==> config.mk <==
export PLATFORM = sky130hd
export DESIGN_NAME = pio_clkdiv_bank
export DESIGN_NICKNAME = d
export VERILOG_FILES = /design/src/rtl/pio_clkdiv_bank.sv
export SDC_FILE = /design/constraint.sdc
export NUM_CORES = 1
export LEC_CHECK = 0
export BUFFER_PORTS_ARGS = -buffer_cell sky130_fd_sc_hd__clkbuf_2
export CELL_PAD_IN_SITES_DETAIL_PLACEMENT = 1
export CELL_PAD_IN_SITES_GLOBAL_PLACEMENT = 1
export CORE_AREA = 3 3 144 146
export CTS_CLUSTER_DIAMETER = 200
export DETAILED_ROUTE_END_ITERATION = 6
export DIE_AREA = 0 0 147 149
export PLACE_DENSITY_LB_ADDON = 0.1
export SLEW_MARGIN = 10
export SYNTH_ARGS = -nofsm -noshare
export SYNTH_HDL_FRONTEND = slang
export SYNTH_SLANG_ARGS = --single-unit
==> constraint.sdc <==
create_clock -name clk -period 9.17 [get_ports clk]
set_input_delay 0.917 -clock clk [delete_from_list [all_inputs] [get_ports clk]]
set_output_delay 0.917 -clock clk [all_outputs]
set_load 0.005 [all_outputs]
==> src/rtl/pio_clkdiv_bank.sv <==
// pio_clkdiv_bank: bank of independent fractional clock dividers.
//
// Each channel counts down from its effective integer divisor. A one-cycle
// penable tick marks every period boundary. pclk is an approximately 50%
// duty divided clock taken from the counter phase.
//
// Build option: define PIO_CLKDIV_FRAC_EN to enable fractional division.
// In that build a fractional accumulator adds one extra cycle to a period
// whenever it carries. Without it the fraction bits of div are ignored and
// the divider is integer-only. The port list is the same in both builds.
//
// An integer field of 0 selects 2^INT_W. This is why the counter and the
// latched period are one bit wider than the integer field.

module pio_clkdiv_bank #(
    parameter int NUM_CH = 4,
    parameter int INT_W  = 16,
    parameter int FRAC_W = 8
) (
    input  logic                              clk,
    input  logic                              reset,
    input  logic [NUM_CH*(INT_W+FRAC_W)-1:0]  div,
    input  logic [NUM_CH-1:0]                 en,
    input  logic [NUM_CH-1:0]                 restart,
    output logic [NUM_CH-1:0]                 penable,
    output logic [NUM_CH-1:0]                 pclk
);

    localparam int DIV_W = INT_W + FRAC_W;

    genvar n;
    generate
        for (n = 0; n < NUM_CH; n++) begin : g_ch
            logic [INT_W-1:0]  int_field;
            logic [FRAC_W-1:0] frac_field;
            logic [INT_W:0]    int_eff;
            logic [INT_W:0]    reload_val;
            logic [INT_W:0]    cnt;
            logic [INT_W:0]    period;
            logic              carry;
            logic              cnt_zero;

            assign int_field  = div[n*DIV_W+FRAC_W +: INT_W];
            assign frac_field = div[n*DIV_W +: FRAC_W];
            assign int_eff    = (int_field == '0) ? {1'b1, {INT_W{1'b0}}}
                                                  : {1'b0, int_field};
            assign cnt_zero   = (cnt == '0);

`ifdef PIO_CLKDIV_FRAC_EN
            logic [FRAC_W-1:0] frac_acc;
            logic [FRAC_W:0]   frac_sum;

            assign frac_sum = {1'b0, frac_acc} + {1'b0, frac_field};
            assign carry    = frac_sum[FRAC_W];

            // Fractional accumulator: advances once per reload, cleared on reset/restart.
            always_ff @(posedge clk) begin
                if (reset || restart[n]) begin
                    frac_acc <= '0;
                end else if (en[n] && cnt_zero) begin
                    frac_acc <= frac_sum[FRAC_W-1:0];
                end
            end
`else
            logic unused_frac;

            assign unused_frac = ^frac_field;
            assign carry       = 1'b0;
`endif

            // A carry out of the fraction stretches the next period by one cycle.
            assign reload_val = int_eff - {{INT_W{1'b0}}, 1'b1}
                                        + {{INT_W{1'b0}}, carry};

            // Period counter: reset > restart > enabled count/reload; frozen when disabled.
            always_ff @(posedge clk) begin
                if (reset) begin
                    cnt    <= '0;
                    period <= {{INT_W{1'b0}}, 1'b1};
                end else if (restart[n]) begin
                    cnt <= '0;
                end else if (en[n]) begin
                    if (cnt_zero) begin
                        cnt    <= reload_val;
                        period <= int_eff;
                    end else begin
                        cnt <= cnt - {{INT_W{1'b0}}, 1'b1};
                    end
                end
            end

            assign penable[n] = en[n] & cnt_zero & ~reset & ~restart[n];
            assign pclk[n]    = (cnt >= (period >> 1));
        end
    endgenerate

endmodule

==> impl_metrics.py, run 1 <==
metrics = {
    "synthesis": {
        "synth.most_common_cell": "dfxtp_1",
        "synthSimpleGateAreaFrac_pct": 25.8,
        "seq_area_frac_synth_pct": 28.8,
        "synth_xor_area_share_pct": 0.477,
        "synth_commonest_cells": "dfxtp_1, nand2_1, nor2_1",
        "ys_top_cells_by_area": "dfxtp_1, ha_1, mux2i_1",
        "synth_fa_ha_area_share_pct": 9.26,
        "yosys_warnings": 0,
        "ys_seq_elements": 132,
        "syn_area_um2": 9190,
        "synth_cell_types": 75,
        "synthMuxAreaShare_pct": 5.67,
        "ys.flop_type": "dfxtp_1",
        "synth_top_family_by_area": "simple AND/OR/NAND/NOR gates",
        "synthCells": 1182,
        "async_flop_share_pct": 0,
        "avgSynthCellArea_um2": 7.77,
        "synth_edf_count": 0,
        "synth_top_area_share_pct": 28.8,
        "syn_nets": 1356,
        "synth_compound_area_share_pct": 23.5,
        "yosysTopAreaCell": "dfxtp_1",
    },
    "timing": {
        "fmax_mhz": 234,
        "finalCritPeriodShare_pct": 46.6,
        "finalSetupViolations": 0,
        "worst_pin_slew_ps": 1160,
        "drv_slew": 0,
        "rsz0062_at_grt": "no",
        "fin_setup_tns_ps": 0,
        "holdWs_ps": 453,
        "hold_viol": 0,
        "min_period_ps": 4270,
        "relSlewSlack_pct": 21.9,
        "fin_worst_skew_ps": 14.1,
    },
    "run": {
        "cap_violations": 0,
    },
    "setup_path": {
        "crit_arrival_ps": 3360,
        "crit_path_top_delay_cell": "nor3_4",
        "timing_worst_setup_path_type": "reg -> out",
        "rr_worst_depth": 10,
        "worstReg2RegEnd": "g_ch[1].cnt[10]",
        "cp_max_fo": 21,
        "worst-path-buf-inv": 1,
        "crit_cells": 6,
        "cp-end-kind": "output port",
        "path_delay_family": "simple AND/OR/NAND/NOR gates",
        "rrSetupSlack_ps": 5330,
        "worstPathRequired_ps": 8250,
        "slowest_delay_ps": 770,
        "start_kind": "register",
        "crit_chain": "or4_1, nor3_4, nand2_4, or3_1, nor2_1, clkbuf_2",
        "reg2reg_from": "g_ch[1].cnt[0]",
    },
    "route": {
        "drc": 0,
        "postRouteAntennaNets": 0,
        "drt_iter0_drc": 401,
        "num_vias": 9293,
        "dr.pass1.iters": 5,
        "wire_per_inst_um": 19.2,
        "drt_wl_total_um": 28900,
        "vias_per_cell": 6.17,
    },
    "clock_tree": {
        "numCtsBuffers": 17,
        "cts_max_level": 4,
        "path_clk_slew_ps": 60,
        "ctsRootBufferMaster": "clkbuf_16",
        "cts_tree": "done",
        "clk_path_buf_depth": 2,
        "cts-hold-fix-buffers": 0,
        "clock-sinks": 132,
        "post-cts-setup-buffer-count": 0,
        "clock_latency_ps": 440,
        "ctsResizeCount": 0,
    },
    "final_layout": {
        "final_nets": 1402,
        "syn_to_final_growth_pct": 11.5,
        "layout-drive-gt1-share_pct": 11.8,
        "n_antenna_cell": 0,
    },
    "grt": {
        "grt_pass1_wl_um": 48100,
        "grt_antenna_before_repair": 0,
        "grt-ovfl-total": 0,
        "grt_max_degree": 77,
        "grt_pass1_vias": 9297,
        "grtUsageTotal_pct": 26.7,
    },
    "floorplan": {
        "die_h_um": 149,
        "die-area_um2": 21900,
        "core_area_um2": 19500,
        "ios": 114,
        "start_util_pct": 47.1,
        "die_x_um": 147,
        "rows": 51,
    },
    "min_path": {
        "worstHoldEndpoint": "g_ch[3].period[12]",
        "hold_path_depth": 2,
        "hp-class": "reg -> reg",
        "worstHoldStart": "g_ch[3].period[12]",
    },
    "place": {
        "dp_hpwl_um": 20600,
        "gp_congestion": 0.842,
        "io_buffers": 81,
    },
    "status": {
        "status": "finished, final reports clean",
    },
}
-- placed cells by master, fill, tap and decap left out, types with 17 or more instances in the layout --
master,Yosys,routed
a211oi_1,17,17
a21oi_1,80,80
a31oi_1,37,37
clkbuf_16,0,17
clkbuf_2,1,81
dfxtp_1,132,132
ha_1,68,68
inv_1,79,79
mux2i_1,52,52
nand2_1,118,118
nand3_1,44,44
nand4_1,28,28
nor2_1,118,118
nor3_1,48,48
nor4_1,22,22
o21a_1,18,18
o21ai_0,41,41
-- worst max-delay path by stage --
stage	start	end	slack, ps
floorplan	g_ch[3].cnt[2]	penable[3]	6110
global placement	en[2]	penable[2]	5360
detailed placement	en[2]	penable[2]	5360
CTS	g_ch[3].cnt[8]	penable[3]	4880
global route	g_ch[2].cnt[4]	penable[2]	4700
finish	g_ch[3].cnt[8]	penable[3]	4900
-- logic make-up after synthesis --
logic type | after synthesis
adders and majority gates | 68
DFF | 132
AOI/OAI and AO/OA | 316
muxes | 52
and+or+nand+nor | 469
buffers and inverters | 140
xor gates and xnor gates | 5
-- per-stage QoR --
step,instances,utilization (%),instance area (um2),setup slack [ps]
2_1_floorplan,1182,-,9190,6110
3_3_place_gp,1474,49.5,9670,5360
3_5_place_dp,1474,49.5,9670,5360
4_1_cts,1505,52.4,10200,4880
5_1_grt,1505,52.5,10200,4700
6_report,1505,52.5,10200,4900
-- flip-flops by register name, summed over array words and instances, names as in the netlist --
signal,count
g_ch.period,64
g_ch.cnt,68
-- tightest hold or removal path: cells and delay by family (launching register included) --
| kind | cells | cell delay [ps] |
|---|---|---|
| AOI/OAI and AO/OA | 1 | 50 |
| DFF | 1 | 310 |
| and+or+nand+nor | 1 | 50 |
-- cell type report --
type / count / area (um2)
clock buffer: 20 / 437
clock inverter: 11 / 131
fill: 2482 / 9280
inverter: 79 / 297
multi-input combinational: 910 / 5950
sequential: 132 / 2640
tap: 265 / 332
timing repair buffer: 88 / 458
-- per-layer routing --
metal | GRT usage [%] | share of wire, %
met1 | 35.4 | 47
met2 | 44.6 | 47
met3 | 4.74 | 4.3
met4 | 8.06 | 1.8
met5 | 0 | 0
Power of run 1 is not shown: default switching activity piles up to over one toggle a cycle in this logic, so the estimate is an artifact.
==> run 2: changes to the inputs <==
Settings changed: CORE_AREA 3 3 144 146 to 3 3 156 158, DIE_AREA 0 0 147 149 to 0 0 159 161.
Clock period 9.17 ns to 3.9 ns, I/O delays scaled along.
==> impl_metrics.py, run 2 (synthesis results as in run 1) <==
metrics = {
    "timing": {
        "finalSetupViolations": 0,
        "fin_ws_ps": 260,
        "min_period_ps": 3640,
        "drv_slew": 0,
        "rsz0062_at_grt": "no",
        "hold_viol": 0,
        "worst_pin_slew_ps": 1150,
        "finalCritPeriodShare_pct": 93.3,
        "relSlewSlack_pct": 22.6,
        "fin_setup_tns_ps": 0,
        "fin_worst_skew_ps": 12.7,
        "fmax_mhz": 275,
    },
    "run": {
        "cap_violations": 0,
    },
    "route": {
        "dr.pass1.iters": 4,
        "drt_wl_total_um": 29800,
        "drt_iter0_drc": 447,
        "wire_per_inst_um": 18.9,
        "postRouteAntennaNets": 0,
        "num_vias": 9279,
        "vias_per_cell": 5.90,
        "drc": 0,
    },
    "final_layout": {
        "largest_reg_flops": 68,
        "n_antenna_cell": 0,
        "layout_common_cells": "dfxtp_1, nor2_1, nand2_1",
        "top_register": "g_ch.cnt",
        "layout_commonest_cell": "dfxtp_1",
        "syn_to_final_growth_pct": 14.2,
        "post-route-util_pct": 45.1,
        "final_nets": 1416,
        "layout-drive-gt1-share_pct": 12.8,
        "top_regs": "g_ch.cnt x68, g_ch.period x64",
    },
    "grt": {
        "top_usage_layer": "met2",
        "grt_pass1_vias": 9388,
        "use_met1_pct": 31.8,
        "met3_usage_pct": 3.36,
        "grt_antenna_before_repair": 0,
        "grt_pass1_wl_um": 49700,
        "grt-ovfl-total": 0,
        "grtUsageTotal_pct": 23.5,
        "gr-usage-met2_pct": 39.2,
        "grt_max_degree": 30,
    },
    "setup_path": {
        "crit_chain": "or3_1, or3_1, nor2_1, a21oi_1, ha_1, nand3b_1, a311oi_1, nand3_1, or4_1, a21oi_1",
        "cp_max_fo": 6,
        "crit_arrival_ps": 4000,
        "crit_path_top_delay_cell": "a311oi_1",
        "path_delay_family": "simple AND/OR/NAND/NOR gates",
        "start_kind": "register",
        "worst-path-buf-inv": 0,
        "timing_worst_setup_path_type": "reg -> reg",
        "worstPathRequired_ps": 4260,
        "slowest_delay_ps": 680,
        "cp-end-kind": "register",
    },
    "place": {
        "dp_hpwl_um": 21800,
        "gp_congestion": 0.852,
        "pre_cts_ws_ps": 379,
        "io_buffers": 81,
    },
    "min_path": {
        "hp-class": "in -> reg",
    },
    "clock_tree": {
        "ctsRootBufferMaster": "clkbuf_16",
        "cts_max_level": 4,
        "ctsResizeCount": 0,
        "clk_path_buf_depth": 2,
        "clock_latency_ps": 430,
        "path_clk_slew_ps": 60,
        "cts_tree": "done",
        "post-cts-setup-buffer-count": 0,
        "clock-sinks": 132,
        "cts-hold-fix-buffers": 0,
        "numCtsBuffers": 17,
    },
    "floorplan": {
        "die_x_um": 159,
        "ios": 114,
        "die-area_um2": 25600,
        "start_util_pct": 39.5,
        "die_h_um": 161,
        "core_area_um2": 23300,
        "rows": 56,
    },
    "status": {
        "status": "finished, final reports clean",
    },
}
-- run 2: area by class of cell --
cell class | instances | area [um2]
fill | 2883 | 12800
multi-input combinational | 910 | 5940
sequential | 132 | 2640
timing repair buffer | 102 | 563
clock buffer | 23 | 478
tap | 319 | 399
inverter | 79 | 297
clock inverter | 9 | 174
-- run 2: metrics by stage --
step	std cells	hold WS, ps	cell area [um2]
2_1_floorplan	1182	436	9190
3_5_place_dp	1542	447	9840
4_1_cts	1574	204	10500
5_1_grt	1574	219	10500
3_3_place_gp	1542	443	9840
6_report	1574	223	10500
-- run 2: worst min-delay path, stage by stage --
cell      delay, ps
clkbuf_2        100
nand2_1          60
a21oi_1          50
-- run 2: path summary, 6_finish.rpt --
kind / from / to / slack [ps] / cells past startpoint
max reg2reg: g_ch[0].cnt[5] / g_ch[0].cnt[16] / 260 / 10
max: g_ch[0].cnt[5] / g_ch[0].cnt[16] / 260 / 10
min reg2reg: g_ch[2].period[12] / g_ch[2].period[12] / 450 / 2
min: div[62] / g_ch[2].period[6] / 220 / 3
-- run 2: per-layer routing --
metal / routed length [um] / vias up
met5: 0 / -
met4: 574 / 0
met3: 1080 / 40
met2: 14100 / 200
met1: 14100 / 4529
li1: - / 4510
Power of run 2 is left out for the same reason.
==> run 3: changes to the inputs <==
Settings changed: ABC_AREA set to 1, CORE_AREA 3 3 156 158 to 3 3 160 162, DIE_AREA 0 0 159 161 to 0 0 163 165.
==> impl_metrics.py, run 3 <==
metrics = {
    "place": {
        "gp_congestion": 0.857,
        "dp_cells": 1779,
        "io_buffers": 81,
        "dp_hpwl_um": 22900,
    },
    "final_layout": {
        "post_layout_nonfiller_instances": 1811,
        "layout-drive-gt1-share_pct": 13.0,
        "syn_to_final_growth_pct": 14.2,
        "layout_common_cells": "inv_1, nand2_1, nor2_1",
        "layout_commonest_cell": "inv_1",
        "largest_reg_flops": 68,
        "ff_latch_area_um2": 2640,
        "n_fill_cell": 3238,
        "top_register": "g_ch.cnt",
        "n_antenna_cell": 0,
        "multi_input_area_um2": 5380,
        "top_regs": "g_ch.cnt x68, g_ch.period x64",
        "final_nets": 1648,
    },
    "floorplan": {
        "rows": 57,
        "die_x_um": 163,
        "start_util_pct": 38.1,
        "ios": 114,
        "die-area_um2": 26900,
        "core_area_um2": 24200,
        "die_h_um": 165,
    },
    "grt": {
        "grt_max_degree": 31,
        "grt-ovfl-total": 0,
        "grt_pass1_wl_um": 49100,
        "grtUsageTotal_pct": 22.8,
        "grt_pass1_vias": 9586,
        "grt_antenna_before_repair": 0,
    },
    "setup_path": {
        "cp_max_fo": 13,
        "crit_path_top_delay_cell": "nor2_2",
        "slowest_delay_ps": 580,
        "cp_common_cell": "inv_1",
        "crit_arrival_ps": 2820,
        "cp-end-kind": "output port",
        "timing_worst_setup_path_type": "reg -> out",
        "start_kind": "register",
        "worstPathRequired_ps": 3510,
        "crit_chain": "inv_1, nand4_1, nor2_2, nand2_2, inv_1, nand2_1, nor2_4, inv_2, nor2_1, clkbuf_2",
    },
    "synthesis": {
        "synth_commonest_cells": "inv_1, nand2_1, nor2_1",
        "synth_top_area_share_pct": 28.6,
        "synth_compound_area_share_pct": 18.2,
        "synth_fa_ha_area_share_pct": 9.22,
        "yosys_warnings": 0,
        "synth_edf_count": 0,
        "avgSynthCellArea_um2": 6.59,
        "syn_nets": 1574,
        "syn_area_um2": 9230,
        "synthMuxAreaShare_pct": 0,
        "synthCells": 1400,
        "async_flop_share_pct": 0,
        "ys_seq_elements": 132,
        "ys.flop_type": "dfxtp_1",
        "yosysTopAreaCell": "dfxtp_1",
        "synth.most_common_cell": "inv_1",
        "synth_xor_area_share_pct": 0.854,
        "ys_top_cells_by_area": "dfxtp_1, inv_1, ha_1",
        "synth_cell_types": 47,
        "synthSimpleGateAreaFrac_pct": 30.0,
        "synth_top_family_by_area": "simple AND/OR/NAND/NOR gates",
        "seq_area_frac_synth_pct": 28.6,
    },
    "clock_tree": {
        "numCtsBuffers": 17,
        "clock-sinks": 132,
        "post-cts-setup-buffer-count": 0,
        "cts-hold-fix-buffers": 0,
        "clock_latency_ps": 440,
        "clk_path_buf_depth": 2,
        "ctsRootBufferMaster": "clkbuf_16",
        "path_clk_slew_ps": 60,
        "cts_tree": "done",
        "cts_max_level": 4,
        "ctsResizeCount": 0,
    },
    "route": {
        "postRouteAntennaNets": 0,
        "dr.pass1.iters": 5,
        "wire_per_inst_um": 16.4,
        "vias_per_cell": 5.16,
        "drt_wl_total_um": 29800,
        "drt_iter0_drc": 494,
        "drc": 0,
        "num_vias": 9349,
    },
    "timing": {
        "fin_worst_skew_ps": 16.0,
        "hold_viol": 0,
        "relSlewSlack_pct": 38.6,
        "fmax_mhz": 311,
        "finalSetupViolations": 0,
        "finalCritPeriodShare_pct": 82.4,
        "drv_slew": 0,
        "worst_pin_slew_ps": 918,
        "min_period_ps": 3210,
        "fin_setup_tns_ps": 0,
        "rsz0062_at_grt": "no",
    },
    "run": {
        "cap_violations": 0,
    },
    "min_path": {
        "hp-class": "in -> reg",
    },
    "pwr": {
        "leakagePower_uw": 0.00511,
        "irDropWorstVdd_uv": 201,
        "powerDensity_nw_per_um2": 488,
    },
    "status": {
        "status": "finished, final reports clean",
    },
}
[run 3: cells by family after synthesis]
family,after synthesis
buf+inv,301
flops,132
simple gates,586
xor+xnor,9
fa+ha+maj,68
compound gates,304
[run 3: final cells by class]
| type | count | share of cell area, % |
|---|---|---|
| Clock buffer | 20 | 4.33 |
| Multi-Input combinational cell | 967 | 51.0 |
| Sequential cell | 132 | 25.1 |
| Clock inverter | 12 | 1.70 |
| Inverter | 263 | 9.36 |
| Tap cell | 324 | 3.85 |
| Timing Repair Buffer | 93 | 4.70 |
[run 3: worst max-delay path: cells and delay by family (launching register included)]
kind	cells	cell delay [ps]
AND/OR/NAND/NOR	6	1530
buffers and inverters	4	470
flip-flops	1	370
[run 3: report_power, final]
group / leakage [uW] / switching, uW / internal [uW]
clock: 0.000302 / 677 / 1110
sequential: 0.00107 / 67.0 / 1440
combinational: 0.00373 / 1240 / 610
total: 0.00511 / 1990 / 3160
[run 3: final timing paths]
check	end	slack (ps)	depth (start not counted)	startpoint
hold / removal	g_ch[3].period[14]	200	3	div[94]
setup reg to reg	g_ch[3].cnt[8]	1140	15	g_ch[3].cnt[11]
setup / recovery	penable[3]	690	10	g_ch[3].cnt[11]
hold reg to reg	g_ch[0].period[13]	460	2	g_ch[0].period[13]
[run 3: layer usage]
layer | global-route usage [%] | part of all wire, % | vias to the layer above
met1 | 29.7 | 48 | 4428
met2 | 39.6 | 47 | 149
met3 | 3.24 | 3.3 | 38
li1 | - | - | 4734
met4 | 6.00 | 1.7 | 0
met5 | 0 | 0 | -
[run 3: through the flow]
| step | power (uW) | setup WS, ps | hold WS [ps] | utilization [%] | instance area (um2) |
|---|---|---|---|---|---|
| floorplan | 2910 | 1920 | 433 | - | 9230 |
| global route | 5520 | 444 | 229 | 43.5 | 10500 |
| CTS | 5190 | 696 | 197 | 43.5 | 10500 |
| detailed placement | 3380 | 1140 | 449 | 40.9 | 9910 |
| finish | 5140 | 685 | 204 | 43.5 | 10500 |
| global placement | 3340 | 1180 | 442 | 40.9 | 9910 |
Power figures use the tool's default switching activity.
